$ cat config.mk
export PLATFORM = sky130hd
export DESIGN_NAME = skip_mem_ctrl
export DESIGN_NICKNAME = d
export VERILOG_FILES = /design/src/rtl/skip_mem_ctrl.sv
export SDC_FILE = /design/constraint.sdc
export NUM_CORES = 1
export LEC_CHECK = 0
export ABC_CLOCK_PERIOD_IN_PS = 2590
export CAP_MARGIN = 20
export CORE_AREA = 8 8 403 405
export CTS_BUF_LIST = sky130_fd_sc_hd__clkbuf_8
export DETAILED_ROUTE_END_ITERATION = 8
export DIE_AREA = 0 0 411 413
export PLACE_DENSITY = 0.43
export SLEW_MARGIN = 20
export SYNTH_ARGS = -nofsm -noshare
export SYNTH_HDL_FRONTEND = slang
export SYNTH_SLANG_ARGS = --single-unit
$ cat constraint.sdc
create_clock -name clk -period 2.59 [get_ports clk]
set_input_delay 0.518 -clock clk [delete_from_list [all_inputs] [get_ports clk]]
set_output_delay 0.518 -clock clk [all_outputs]
set_load 0.02 [all_outputs]
$ cat src/rtl/skip_mem_ctrl.sv
// Port sequencer for the skip-connection bank: a circular buffer over one frame, shared by a producer and a consumer.
// Optional macro SKIP_RD_PRIO_EN: reads always win contention (default build: round-robin).
module skip_mem_ctrl #(
    parameter int N_adder_tree = 16,
    parameter int addr_width   = 10
) (
    input  logic                        clk,
    input  logic                        rst_n,
    input  logic                        start,
    input  logic [addr_width:0]         frame_len,
    input  logic                        wr_valid,
    input  logic [N_adder_tree*16-1:0]  wr_data,
    output logic                        wr_gnt,
    input  logic                        rd_req,
    output logic                        rd_gnt,
    output logic                        rd_valid,
    output logic [N_adder_tree*16-1:0]  rd_data,
    output logic [addr_width-1:0]       mem_addr,
    output logic                        mem_wr,
    output logic [N_adder_tree*16-1:0]  mem_din,
    input  logic [N_adder_tree*16-1:0]  mem_dout,
    output logic                        busy,
    output logic                        done
);

    typedef enum logic [1:0] {
        IDLE = 2'd0,
        RUN  = 2'd1,
        FIN  = 2'd2
    } state_t;

    localparam logic [addr_width:0] depth_c = {1'b1, {addr_width{1'b0}}};

    state_t                  state, next_state;
    logic [addr_width:0]     frame_len_q;
    logic [addr_width-1:0]   wr_ptr, rd_ptr;
    logic [addr_width:0]     wr_cnt, rd_cnt, occ;
    logic                    rd_pend;
    logic                    w_el, r_el;

`ifndef SKIP_RD_PRIO_EN
    typedef enum logic {
        GNT_READ  = 1'b0,
        GNT_WRITE = 1'b1
    } gnt_t;

    gnt_t last_gnt;
`endif

    // A read is in flight from its grant until its rd_valid cycle has passed.
    wire read_in_flight = rd_pend | rd_valid;

    // NOTE: every signal written here gets a default first, so no path leaves it unassigned and no latch is inferred.
    always_comb begin
        next_state = state;
        w_el       = 1'b0;
        r_el       = 1'b0;
        wr_gnt     = 1'b0;
        rd_gnt     = 1'b0;
        case (state)
            IDLE: begin
                if (start) next_state = RUN;
            end
            RUN: begin
                w_el = wr_valid && (wr_cnt < frame_len_q) && (occ < depth_c);
                r_el = rd_req && (rd_cnt < wr_cnt);
                if (w_el && r_el) begin
`ifdef SKIP_RD_PRIO_EN
                    rd_gnt = 1'b1;
`else
                    if (last_gnt == GNT_READ) wr_gnt = 1'b1;
                    else                      rd_gnt = 1'b1;
`endif
                end else begin
                    wr_gnt = w_el;
                    rd_gnt = r_el;
                end
                if ((rd_cnt == frame_len_q) && !read_in_flight) next_state = FIN;
            end
            FIN:     next_state = IDLE;
            default: next_state = IDLE;
        endcase
    end

    // NOTE: sequential state uses non-blocking assignments so every register samples pre-edge values.
    always_ff @(posedge clk or negedge rst_n) begin
        if (!rst_n) state <= IDLE;
        else        state <= next_state;
    end

    always_ff @(posedge clk or negedge rst_n) begin
        if (!rst_n) begin
            frame_len_q <= '0;
            wr_ptr      <= '0;
            rd_ptr      <= '0;
            wr_cnt      <= '0;
            rd_cnt      <= '0;
            occ         <= '0;
            rd_pend     <= 1'b0;
            rd_valid    <= 1'b0;
            mem_addr    <= '0;
            mem_wr      <= 1'b0;
            mem_din     <= '0;
        end else begin
            rd_pend  <= rd_gnt;
            rd_valid <= rd_pend;
            mem_wr   <= 1'b0;

            if ((state == IDLE) && start) begin
                frame_len_q <= frame_len;
                wr_ptr      <= '0;
                rd_ptr      <= '0;
                wr_cnt      <= '0;
                rd_cnt      <= '0;
                occ         <= '0;
            end

            if (wr_gnt) begin
                mem_addr <= wr_ptr;
                mem_wr   <= 1'b1;
                mem_din  <= wr_data;
                wr_ptr   <= wr_ptr + 1'b1;
                wr_cnt   <= wr_cnt + 1'b1;
            end

            // Pointers wrap naturally at DEPTH; rd_cnt < wr_cnt keeps reads behind writes across the wrap.
            if (rd_gnt) begin
                mem_addr <= rd_ptr;
                rd_ptr   <= rd_ptr + 1'b1;
                rd_cnt   <= rd_cnt + 1'b1;
            end

            if (wr_gnt && !rd_gnt)      occ <= occ + 1'b1;
            else if (rd_gnt && !wr_gnt) occ <= occ - 1'b1;
        end
    end

`ifndef SKIP_RD_PRIO_EN
    always_ff @(posedge clk or negedge rst_n) begin
        if (!rst_n)      last_gnt <= GNT_READ;
        else if (wr_gnt) last_gnt <= GNT_WRITE;
        else if (rd_gnt) last_gnt <= GNT_READ;
    end
`endif

    assign rd_data = mem_dout;
    assign busy    = (state != IDLE);
    assign done    = (state == FIN);

endmodule

==> impl_metrics.json <==
{
  "num_io_pins": 1056,
  "placedCellCount": 4215,
  "stdcell_count": 4365,
  "drt-vias-per-instance": 3.11,
  "slew_viol_final": 0,
  "tightest_slew_ns": 0.586,
  "netlist_area_um2": 16200,
  "busiest_layer": "met2",
  "ys_seq_area_share_pct": 52.0,
  "first_global_vias": 14500,
  "drc": 0,
  "async_flop_share_pct": 100,
  "ys_warn_count": 0,
  "critPathArrivalTime_ns": 2.55,
  "critical_path_class": "reg -> out",
  "place.gp.congestion": 0.732,
  "grtUsageMet2_pct": 13.7,
  "status": "complete, but fails checks",
  "wl_per_cell_um": 18.0,
  "slowest_delay_ns": 0.44,
  "critical_path.endpoint": "rd_gnt",
  "crit_required_ns": 2.07,
  "critPathLaunchType": "flop",
  "grt_use_total_pct": 8.84,
  "fp.dieH_um": 413,
  "r2r-start": "wr_cnt[2]",
  "cts_buffers": 75,
  "grt_pass1_wl_um": 109000,
  "cts_tree": "yes",
  "max_slew_margin_pct": 60.9,
  "total_leakage_power_uw": 0.0113,
  "pre_cts_slack_ns": -0.459,
  "detailed_place_hpwl_um": 60400,
  "vias": 13600,
  "setup_ws_ns": -0.483,
  "core_um2": 156000,
  "met1_usage_pct": 9.60,
  "regToRegSetupSlack_ns": -0.07,
  "r2r.worst_path.cells": 12,
  "insertion_delay_ns": 0.75,
  "cts_sinks": 336,
  "antenna_left": 0,
  "setup_viol": 11,
  "rsz0062_at_grt": "true",
  "die_width_um": 411,
  "area_growth_pct": 53.2,
  "ir_drop_v": 0.000334,
  "clkTransAtPathRegs_ns": 0.06,
  "startpoint": "wr_cnt[2]",
  "fin_crit_ns": 3.07,
  "grt-ovfl-total": 0,
  "dr.pass1.iters": 4,
  "drive_above_1_share_pct": 11.8,
  "io_buffers": 543,
  "ys_ff_latch": 336,
  "endpoint_kind": "primary output",
  "ys_types": 55,
  "crit_chain": "inv_2 -> ha_4 -> a21o_1 -> a31oi_2 -> o21ai_2 -> a21bo_2 -> or2_4 -> clkinv_4 -> buf_6",
  "drtIter0Drc": 558,
  "maxCapViolations": 0,
  "violations": "negative setup slack",
  "synth_edf_count": 0,
  "placed_cell_area_um2": 22900,
  "p_per_area_nw_per_um2": 870,
  "clockRootBuffer": "clkbuf_8",
  "final_area_um2": 24800,
  "synth_fp_nets": 2398,
  "finalHoldViolations": 0,
  "grt_max_degree": 95,
  "final.setup.tns_ns": -1.26,
  "fmax_ghz": 0.325,
  "syn_area_per_cell_um2": 8.77,
  "path_max_fanout": 3,
  "clock_skew_ns": 0.0457,
  "cp_slowest_cell": "dfrtp_2",
  "r2r_end": "rd_cnt[10]",
  "fin_nets": 2798,
  "hold_path.class": "in -> reg",
  "hold_slack_ns": 0.294,
  "routed_wl_um": 78500,
  "die-area_um2": 170000,
  "antenna_found_initial": 18,
  "clockBufferDepth": 3,
  "synth_cells": 1844,
  "h-tree-depth": 3,
  "ys.flop_type": "dfrtp_1",
  "period_share_pct": 119,
  "met3_usage_pct": 5.26,
  "initial_utilization_pct": 10.4,
  "rows": 145
}
[critical path, delay by kind of cell, from the launching register on]
| kind | cells | cell delay, ns |
|---|---|---|
| AOI/OAI and AO/OA | 4 | 0.70 |
| adders and majority gates | 1 | 0.20 |
| buffers and inverters | 3 | 0.23 |
| DFF | 1 | 0.44 |
| and+or+nand+nor | 1 | 0.25 |
[placed cells by master, fill, tap and decap left out, drive strengths merged, types with 10 or more instances in the layout]
cell,instances
dfrtp,336
diode,12
buf,122
nor3,11
nand2,842
nor2,13
a21oi,12
and3,19
nand4,13
mux2i,26
nand3,32
clkbuf,91
o21a,10
xnor2,13
clkdlybuf4s50,536
ha,26
inv,54
o21ai,34
[registers in the layout, indices dropped and copies added, names as in the netlist, 2 cells and up]
signal / count
wr_ptr: 10
rd_ptr: 10
mem_din: 256
occ: 11
frame_len_q: 11
mem_addr: 10
rd_cnt: 11
wr_cnt: 11
state: 2
[metal layers]
layer | up-vias | wire length (µm)
li1 | 6390 | -
met1 | 6368 | 29900
met2 | 582 | 35500
met3 | 244 | 9410
met4 | 4 | 3650
met5 | - | 27
[stage by stage]
stage | total power [µW] | utilization, %
floorplan | 11400 | -
global placement | 15400 | 14.7
detailed placement | 15400 | 14.7
CTS | 22200 | 15.8
global route | 23100 | 15.9
finish | 21600 | 15.9
[final cells by class]
class / count / area, µm²
clock inverters: 38 / 272
repair buffers: 662 / 6610
diodes: 12 / 30.0
clock buffers: 90 / 1240
well taps: 2058 / 2570
fillers: 17600 / 131000
inverters: 29 / 126
flip-flops and latches: 336 / 8410
multi-input cells: 1140 / 5520
[how the worst min path moves through the flow]
stage	endpoint	from	depth (start not counted)
finish	mem_din[24]	wr_data[24]	3
global route	mem_din[26]	wr_data[26]	3
CTS	mem_din[22]	wr_data[22]	3
detailed placement	rd_valid	rd_pend	0
global placement	rd_valid	rd_pend	0
floorplan	frame_len_q[0]	rst_n	0
[cell usage after synthesis (all sizes together), types with 2 or more instances]
| master | count | area share [%] |
|---|---|---|
| a31oi | 4 | 0.15 |
| nand2 | 842 | 20 |
| a21oi | 12 | 0.39 |
| and2 | 3 | 0.12 |
| clkbuf | 27 | 0.63 |
| a22o | 3 | 0.16 |
| nor3 | 11 | 0.34 |
| o22ai | 3 | 0.12 |
| nand4 | 13 | 0.50 |
| or3 | 7 | 0.27 |
| nor2b | 7 | 0.27 |
| inv | 28 | 0.67 |
| o32ai | 2 | 0.11 |
| nand3 | 32 | 0.99 |
| xnor2 | 13 | 0.70 |
| a21boi | 2 | 0.093 |
| a22oi | 9 | 0.42 |
| buf | 312 | 14 |
| nor2 | 13 | 0.30 |
| o211ai | 3 | 0.14 |
| mux2 | 8 | 0.56 |
| or2 | 3 | 0.12 |
| a21o | 4 | 0.19 |
| nor4 | 2 | 0.077 |
| o21a | 10 | 0.46 |
| xor2 | 4 | 0.22 |
| o21ai | 34 | 1.1 |
| mux2i | 26 | 1.6 |
| dfrtp | 336 | 52 |
| a211o | 5 | 0.27 |
| nand2b | 7 | 0.27 |
| and3 | 19 | 0.73 |
| ha | 26 | 2.0 |
[logic make-up (layout without fill, tap and decap cells)]
logic type                 after synthesis  in the layout  share of synthesized area (%)
buffers and inverters                  368            819                           15.1
xor gates and xnor gates                17             17                          0.920
DFF                                    336            336                           52.0
muxes                                   34             34                           2.17
other                                    0             12                              0
AOI/OAI and AO/OA                      100            100                           4.07
adders and majority gates               26             26                           2.01
and+or+nand+nor                        963            963                           23.7
[report_power, final]
group / switching (µW) / internal [µW] / leakage (µW)
clock: 2780 / 3440 / 0.000864
combinational: 4240 / 3540 / 0.00629
sequential: 962 / 6610 / 0.00413
total: 7980 / 13600 / 0.0113
[timing repair]
action | 4_1_cts | 5_1_grt
hold buffers | 1 | 0
buffers inserted | 6 | 3
setup endpoints to repair | 290 | 231
gates cloned | 1 | 1
hold endpoints to repair | 37 | 0
gates resized for setup | 39 | 23
pin swaps | 10 | 15
(Power assumes the default switching activity.)
